===== src/rtl/reaction_pkg.sv =====
// Shared types and constants for the reaction-timer controller slice.
package reaction_pkg;

  typedef enum logic [2:0] {
    IDLE,
    ARM,
    WAIT,
    TIME,
    DONE,
    EARLY
  } rc_state_t;

  localparam logic [3:0]  GLYPH_BLANK = 4'hC;
  localparam logic [3:0]  GLYPH_H     = 4'hA;
  localparam logic [3:0]  GLYPH_I     = 4'hB;
  localparam logic [15:0] TIMEOUT_BCD = 16'h1000;
  localparam logic [15:0] EARLY_BCD   = 16'h9999;
  localparam int unsigned MIN_DELAY_S = 2;

  localparam logic [15:0] IDLE_HEX  = {GLYPH_BLANK, GLYPH_BLANK, GLYPH_H, GLYPH_I};
  localparam logic [15:0] BLANK_HEX = {4{GLYPH_BLANK}};

  // Pre-start delay in ms: max(rnd, MIN_DELAY_S) seconds, 2000..15000 fits in 14 bits.
  function automatic logic [13:0] delay_ms_of(input logic [3:0] r);
    logic [3:0] secs;
    secs = (r < 4'(MIN_DELAY_S)) ? 4'(MIN_DELAY_S) : r;
    return 14'(secs) * 14'd1000;
  endfunction

endpackage


===== src/rtl/reaction_ctrl_if.sv =====
// Strobe/data link between the controller and the external BCD ms counter.
interface reaction_ctrl_if;
  logic        cnt_clr;
  logic        cnt_inc;
  logic [15:0] cnt_d;

  modport master (output cnt_clr, output cnt_inc, input cnt_d);
  modport slave  (input cnt_clr, input cnt_inc, output cnt_d);
endinterface


===== src/rtl/reaction_ctrl_ms_tick.sv =====
// Millisecond prescaler: tick lands DIV clocks after each sync_clr, then every DIV clocks.
module ms_tick #(
  parameter int unsigned DIV = 100_000
) (
  input  logic clk,
  input  logic rst,
  input  logic sync_clr,
  output logic tick
);

  localparam int unsigned W = $clog2(DIV + 1);

  logic [W-1:0] cnt;

  // Counts 1..DIV after the first pass from 0, so the first period after a clear is full length.
  always_ff @(posedge clk or posedge rst) begin
    if (rst)                 cnt <= '0;
    else if (sync_clr)       cnt <= '0;
    else if (cnt == W'(DIV)) cnt <= W'(1);
    else                     cnt <= cnt + W'(1);
  end

  assign tick = (cnt == W'(DIV));

endmodule


===== src/rtl/reaction_ctrl.sv =====
// Reaction-timer sequencer: random delay, ms counter strobes, result/best tracking, display select.
module reaction_ctrl
  import reaction_pkg::*;
#(
  parameter int unsigned CLK_HZ = 100_000_000
) (
  input  logic                   clk,
  input  logic                   rst,
  input  logic                   start_tick,
  input  logic                   stop_tick,
  input  logic                   clear_tick,
  input  logic [3:0]             rnd,
  reaction_ctrl_if.master        cnt,
  output logic [15:0]            hex,
  output logic [3:0]             dp,
  output logic                   led,
  output logic [15:0]            best
);

  localparam int unsigned TICK_DIV = CLK_HZ / 1000;

  rc_state_t   state, state_nxt;
  logic [13:0] delay_ms;
  logic [13:0] delay_cnt;
  logic [15:0] result;
  logic        tick;
  logic        sync_clr;

  ms_tick #(.DIV(TICK_DIV)) u_ms_tick (
    .clk      (clk),
    .rst      (rst),
    .sync_clr (sync_clr),
    .tick     (tick)
  );

  always_comb begin
    state_nxt = state;
    sync_clr  = 1'b0;
    unique case (state)
      IDLE: if (!clear_tick && start_tick) state_nxt = ARM;
      ARM: begin
        sync_clr  = 1'b1;
        state_nxt = clear_tick ? IDLE : WAIT;
      end
      WAIT: begin
        if (clear_tick)     state_nxt = IDLE;
        else if (stop_tick) state_nxt = EARLY;
        // Leave on the tick that brings delay_cnt up to delay_ms.
        else if (tick && (delay_cnt == delay_ms - 14'd1)) begin
          state_nxt = TIME;
          sync_clr  = 1'b1;
        end
      end
      TIME: begin
        if (clear_tick)                                 state_nxt = IDLE;
        else if (stop_tick || cnt.cnt_d == TIMEOUT_BCD) state_nxt = DONE;
      end
      DONE, EARLY: begin
        if (clear_tick)      state_nxt = IDLE;
        else if (start_tick) state_nxt = ARM;
      end
      default: state_nxt = IDLE;
    endcase
  end

  always_ff @(posedge clk or posedge rst) begin
    if (rst) begin
      state     <= IDLE;
      delay_ms  <= '0;
      delay_cnt <= '0;
      result    <= '0;
      best      <= EARLY_BCD;
    end else begin
      state <= state_nxt;
      if (state == ARM) begin
        delay_ms  <= delay_ms_of(rnd);
        delay_cnt <= '0;
      end else if (state == WAIT && tick) begin
        delay_cnt <= delay_cnt + 14'd1;
      end
      // Stop and timeout both latch the live counter; it already reads 1000 on timeout.
      if (state == TIME && state_nxt == DONE) begin
        result <= cnt.cnt_d;
        if (cnt.cnt_d < best) best <= cnt.cnt_d;
      end
    end
  end

  always_comb begin
    hex         = BLANK_HEX;
    dp          = '1;
    led         = 1'b0;
    cnt.cnt_clr = 1'b0;
    cnt.cnt_inc = 1'b0;
    unique case (state)
      IDLE:  hex = IDLE_HEX;
      ARM:   cnt.cnt_clr = 1'b1;
      WAIT:  ;
      TIME: begin
        led         = 1'b1;
        hex         = cnt.cnt_d;
        cnt.cnt_inc = tick && !stop_tick;
      end
      DONE: begin
        hex = result;
        dp  = 4'b0111;
      end
      EARLY: hex = EARLY_BCD;
      default: ;
    endcase
  end

endmodule


===== src/flat_wrapper.sv =====
// flat-port wrapper written by rule: the top's interface ports become plain ports
module reaction_ctrl_flat import reaction_pkg::*;
#(
  parameter int unsigned CLK_HZ = 100_000_000
)
  (clk, rst, start_tick, stop_tick, clear_tick, rnd, hex, dp, led, best, cnt_cnt_clr, cnt_cnt_inc, cnt_cnt_d);
  reaction_ctrl_if cnt_i ();
  input  logic clk;
  input  logic rst;
  input  logic start_tick;
  input  logic stop_tick;
  input  logic clear_tick;
  input  logic [3:0] rnd;
  output logic [15:0] hex;
  output logic [3:0] dp;
  output logic led;
  output logic [15:0] best;
  output wire logic [$bits(cnt_i.cnt_clr)-1:0] cnt_cnt_clr;
  output wire logic [$bits(cnt_i.cnt_inc)-1:0] cnt_cnt_inc;
  input wire logic [$bits(cnt_i.cnt_d)-1:0] cnt_cnt_d;
  assign cnt_cnt_clr = cnt_i.cnt_clr;
  assign cnt_cnt_inc = cnt_i.cnt_inc;
  assign cnt_i.cnt_d = cnt_cnt_d;
  reaction_ctrl #(.CLK_HZ(CLK_HZ)) u_core (.clk(clk), .rst(rst), .start_tick(start_tick), .stop_tick(stop_tick), .clear_tick(clear_tick), .rnd(rnd), .cnt(cnt_i), .hex(hex), .dp(dp), .led(led), .best(best));
endmodule

===== config.mk =====
export PLATFORM = sky130hd
export DESIGN_NAME = reaction_ctrl_flat
export DESIGN_NICKNAME = d
export VERILOG_FILES = /design/src/rtl/reaction_pkg.sv /design/src/rtl/reaction_ctrl_if.sv /design/src/rtl/reaction_ctrl_ms_tick.sv /design/src/rtl/reaction_ctrl.sv /design/src/flat_wrapper.sv
export SDC_FILE = /design/constraint.sdc
export NUM_CORES = 1
export LEC_CHECK = 0
export CAP_MARGIN = 25
export CORE_UTILIZATION = 25
export DETAILED_ROUTE_END_ITERATION = 6
export HOLD_SLACK_MARGIN = 0.12
export PLACE_DENSITY_LB_ADDON = 0.1
export REMOVE_ABC_BUFFERS = 1
export SLEW_MARGIN = 10
export SYNTH_ARGS = -nofsm -noshare
export SYNTH_HDL_FRONTEND = slang
export SYNTH_SLANG_ARGS = --single-unit

===== constraint.sdc =====
create_clock -name clk -period 2.59 [get_ports clk]
set_input_delay 0.518 -clock clk [delete_from_list [all_inputs] [get_ports clk]]
set_output_delay 0.518 -clock clk [all_outputs]
set_load 0.005 [all_outputs]

# Word-level counts from Yosys, hierarchy flattened
# Index checks and enable logic that the tools add are counted.
# W data, S select, Z words.
# op_classes
addsub	3
mul	1
div	0
magnitude_cmp	2
n_eq_ne	9
shift	0
mux	24
bitwise	0
reduce_logical	12
# op_table
op	n
$pmux W16 S4	1
$mux W17	2
$mux W14	2
$mux W3	8
$add A17 B1 Y17 const B	1
$eq A17 B17 Y1 const B	1
$eq A16 B13 Y1 const B	1
$lt A16 B16 Y1	1
$pmux W3 S5	1
$add A14 B1 Y14 const B	1
$eq A14 B14 Y1	1
$sub A14 B1 Y14 const B	1
$mul A4 B7 Y11 const B	1
$eq A3 B3 Y1 const B	3
$mux W4	2
$eq A3 B2 Y1 const B	2
$mux W1	6
$logic_and A1 B1 Y1	5
$lt A4 B2 Y1 const B	1
$eq A3 B1 Y1 const B	1
$logic_not A3 Y1	1
$logic_not A1 Y1	2
$mux W2	1
$pmux W1 S2	1
4 further kinds	4
# word_totals
reg_bits	77
latch_bits	0
ramBits	0
rom_bits	0
input_bits	25
out_inout_bits	39
elab_cells	57
n_memories	0

# Logic depth before layout (Yosys ltp)
# Gate-level depths: netlist (run 1).
# depth
ltp_word	10
depth_mapped	15
mapped_depth_nobuf	15

# By module
# Synthesis (run 1) repeated with hierarchy kept, for this count alone.
# hier_totals
cells_unflattened	510
hier_area_um2	4991.0
# modules_own_cells
mod	n_inst	cells_per_inst	area_per_inst_um2	seq_area_each_um2
reaction_ctrl	1	417	4077.7	1511.4
ms_tick	1	93	913.4	425.4

# Least setup slack after synthesis (run 1)
# No wires, ideal clock.
# synth_timing
kind	input-to-reg
startpoint	in rnd[2]
endpoint	reg u_core.delay_ms[13]
setup_time_ps	125
t_arrival_ps	3413
path_slack_ps	-948
path_stages	14
path_buffers	0
path_cell_list	inv_1 -> ha_1 -> nor2_1 -> inv_1 -> fa_1 -> inv_1 -> fa_1 -> inv_1 -> ha_1 -> a21oi_1 -> o21bai_1 -> a211oi_1 -> xnor2_1 -> mux2_2
# synth_between
elab_chain_cells	3
# synth_lines
item	line	text
from (decl)	flat_wrapper.sv:13	input logic [3:0] rnd;
$lt A4 B2 Y1	reaction_pkg.sv:26	secs = (r < 4'(MIN_DELAY_S)) ? 4'(MIN_DELAY_S) : r;
$mux W4 *	reaction_pkg.sv:26	
$mul A4 B7 Y11 *	reaction_pkg.sv:27	return 14'(secs) * 14'd1000;
to (signal assigned)	reaction_ctrl.sv:76	delay_ms <= delay_ms_of(rnd);
to (decl)	reaction_ctrl.sv:23	logic [13:0] delay_ms;
# Every way passes the cells marked *; elsewhere a longest branch is shown, timed or not.
# A chain may end at the register's enable or synchronous reset.

# Final worst setup path (run 1)
# Ends and elaborated chain as after synthesis.

==> results of run 1 <==
power by group:
group          internal [uW]  switching (uW)  total (uW)
Clock                    805             518        1320
Sequential              1420             201        1620
Combinational            836             702        1540
Total                   3060            1420        4490
path summary, 6_finish.rpt:
kind                                               from                 endpoint  slack, ns
min in group asynchronous                           rst  u_core.u_ms_tick.cnt[4]       0.60
worst min-delay path                   u_core.result[5]         u_core.result[5]       0.50
max in group asynchronous                           rst           u_core.best[8]       1.63
worst max register to register  u_core.u_ms_tick.cnt[1]  u_core.u_ms_tick.cnt[0]       0.12
worst max-delay path                             rnd[2]      u_core.delay_ms[13]      -0.24
worst min register to register         u_core.result[5]         u_core.result[5]       0.50
per-layer routing:
metal  wire, um  track usage  part of all wire
met5          0            0                 0
met1       6270        0.180              0.48
met4        187       0.0402             0.014
met3        373       0.0248             0.029
met2       6180        0.217              0.47
cells by family (layout without fill, tap and decap cells):
| logic type | Yosys count | in the layout | synth area share |
|---|---|---|---|
| AND/OR/NAND/NOR | 170 | 170 | 0.180 |
| buffers and inverters | 55 | 192 | 0.0465 |
| XOR/XNOR | 48 | 48 | 0.0844 |
| multiplexers | 37 | 37 | 0.0905 |
| flip-flops | 77 | 77 | 0.389 |
| other | 1 | 3 | 0.000753 |
| adder cells (fa/ha/maj) | 39 | 39 | 0.109 |
| AO/OA/AOI/OAI | 74 | 74 | 0.100 |
what timing repair did:
action | in CTS | in global routing
cloned | 0 | 0
pin swaps | 23 | 25
resized for setup | 50 | 29
buffers inserted | 3 | 1
endpoints found under the setup margin | 38 | 34
layout make-up:
cell class | count | share of cell area
multi-input combinational | 371 | 0.431
sequential | 77 | 0.277
timing repair buffer | 136 | 0.177
tap | 265 | 0.0473
clock buffer | 12 | 0.0366
inverter | 40 | 0.0234
clock inverter | 4 | 0.00786
worst register-to-register path: stages (launching register included):
cell and delay, ns:
dfrtp_1 0.41, inv_1 0.07, ha_1 0.15, and4bb_2 0.23
nand4_1 0.11, buf_4 0.18, or4_4 0.53, nor4_2 0.25
nand4_1 0.19, o21a_1 0.22
sequential cells by signal, summed over array words and instances, names as in the netlist:
name,count
u_core.best,16
u_core.delay_cnt,14
u_core.delay_ms,11
u_core.result,16
u_core.state,3
u_core.u_ms_tick.cnt,17
through the flow:
stage | std cells | TNS [ns] | util | hold slack (ns) | cell area, um^2
finish | 905 | -0.697 | 0.360 | 0.500 | 7010
detailed placement | 885 | -18.83 | 0.330 | 0.491 | 6420
floorplan | 488 | -6.33 | - | 0.472 | 4910
global placement | 885 | -22.68 | 0.330 | 0.481 | 6420
global route | 905 | -1.56 | 0.360 | 0.525 | 7010
CTS | 904 | -0.899 | 0.353 | 0.506 | 6870
layout by cell type (no fill, tap or decap), types with 4 or more instances in the layout:
cell,count
clkdlybuf4s50_1,51
nor4b_1,4
buf_6,4
nor4_1,4
inv_2,4
dfrtp_1,68
and3_1,8
a22o_1,4
inv_1,31
o21ai_1,4
ha_1,28
dlymetal6s2s_1,5
ha_4,4
mux2_2,23
nor3_1,6
nand2_1,31
dfstp_2,8
nor2b_1,4
fa_1,6
a21oi_1,16
xnor2_1,30
o22a_1,7
clkbuf_16,9
a21o_1,7
xor2_1,17
nand3_1,13
o21ai_0,12
nor2_1,49
buf_4,69
mux2_4,11
nand4_1,11
nand2b_1,8
==> flow_metrics.py, run 1 <==
metrics = {
    "outcome": {
        "status": "complete, but fails checks",
        "failed_checks": "setup timing",
    },
    "worst_setup_path": {
        "worstPathRequired_ns": 2.82,
        "crit_top_cell": "ha_4",
        "path_delay_family": "adder cells",
        "critPathMaxFanout": 2,
        "crit_buf_inv": 5,
        "crit_type": "primary input to flop",
        "slowest_stage": "fa_1",
        "path_depth": 17,
        "arrival_ns": 3.06,
        "worstRegToRegCells": 9,
        "critical_path.max_stage_delay_ns": 0.48,
        "cp-end-kind": "flop",
        "cp-start-kind": "primary input",
        "path_cells": "buf_8 -> inv_6 -> ha_4 -> buf_4 -> nand2b_4 -> and2_4 -> ha_4 -> inv_1 -> fa_1 -> inv_2 -> ha_4 -> a21o_1 -> a21oi_4 -> o21bai_4 -> a211oi_2 -> xnor2_1 -> mux2_4",
    },
    "power": {
        "finalPower_uw": 4490,
        "leakagePower_uw": 0.00309,
        "p_per_area_nw_per_um2": 640,
        "ir_worst_vdd_v": 0.000303,
    },
    "synth": {
        "ys_ff_latch": 77,
        "synthCells": 501,
        "yosysWarningCount": 0,
        "yosysMostFrequentCell": "dfrtp_1",
        "synth_area_per_cell_um2": 9.94,
        "ys.flop_type": "dfrtp_1",
        "synth_cell_types": 56,
        "synthArstFlopShare": 1.00,
        "synth_area_leader_cell": "dfrtp_1",
        "synth_area_leaders": "dfrtp_1 35%, ha_1 8.0%, xnor2_1 5.5%",
        "seq_area_frac_synth": 0.389,
        "synth_top_area_share": 0.347,
        "synth_common_cells": "69 x dfrtp_1, 52 x nor2_1, 38 x inv_1",
        "synth-edff-count": 0,
        "netlist_area_um2": 4980,
    },
    "sta": {
        "worstMarginPinSlew_ns": 0.546,
        "post-route-period-util": 1.09,
        "drv_slew": 0,
        "setup_viol": 4,
        "setup_ws_ns": -0.243,
        "max-slew-margin-rel": 0.635,
        "grt_setup_unrepaired": "true",
        "max_freq_ghz": 0.353,
        "min_period_ns": 2.83,
        "skew_ns": 0.00883,
        "hold_violations": 0,
    },
    "clock_network": {
        "root_buffer": "clkbuf_16",
        "cts_buffer_depth": 2,
        "postCtsHoldBufs": 0,
        "cts_tree": "built",
        "cts_max_level": 3,
        "clock_latency_ns": 0.34,
        "clkTransAtPathRegs_ns": 0.06,
        "numCtsBuffers": 9,
        "clkSinkCount": 77,
    },
    "routing": {
        "drtIter0Drc": 104,
        "vias": 4021,
        "drcViolationCount": 0,
        "routedWlPerCell_um": 14.4,
        "via_per_inst": 4.44,
        "drt-pass1-iter-count": 4,
        "drt_wl_total_um": 13000,
        "ant_nets": 0,
    },
    "die": {
        "chipWidth_um": 143,
        "die_y_um": 143,
        "rows": 51,
        "core_um2": 19500,
        "die_area_um2": 20500,
        "pin_count": 64,
        "initial_core_util": 0.256,
    },
    "placed_design": {
        "gp_congestion": 0.748,
        "dp_slack_ns": -1.35,
        "dp_hpwl_um": 9800,
        "numPortBuffers": 60,
    },
    "finish": {
        "drive_gt1_frac": 0.284,
        "nets": 699,
        "fill_cells": 1982,
        "seq_area_um2": 1940,
        "antenna_cells": 0,
        "multi_input_comb_area_um2": 3020,
        "area_growth_syn_to_layout_pct": 40.7,
    },
    "global_route": {
        "antenna_found_initial": 0,
        "grt_pass1_wl_um": 21200,
        "track_usage": 0.134,
        "grt_max_degree": 78,
        "grt_pass1_vias": 4145,
        "grt-ovfl-total": 0,
    },
    "worst_hold_path": {
        "min_path_type": "flop to flop",
        "hold_depth": 1,
    },
    "flow_run": {
        "maxCapViolCount": 0,
    },
}
Note: power is estimated with default switching activity, not from simulation.
==> run 2: changes to the inputs <==
--- a/config.mk
+++ b/config.mk
@@ -11,7 +11,7 @@
 export HOLD_SLACK_MARGIN = 0.12
 export PLACE_DENSITY_LB_ADDON = 0.1
 export REMOVE_ABC_BUFFERS = 1
-export SLEW_MARGIN = 10
+export SLEW_MARGIN = 0
 export SYNTH_ARGS = -nofsm -noshare
 export SYNTH_HDL_FRONTEND = slang
 export SYNTH_SLANG_ARGS = --single-unit
==> results of run 2 <==
No change in the layout: final DEF, timing and power equal those of run 1.
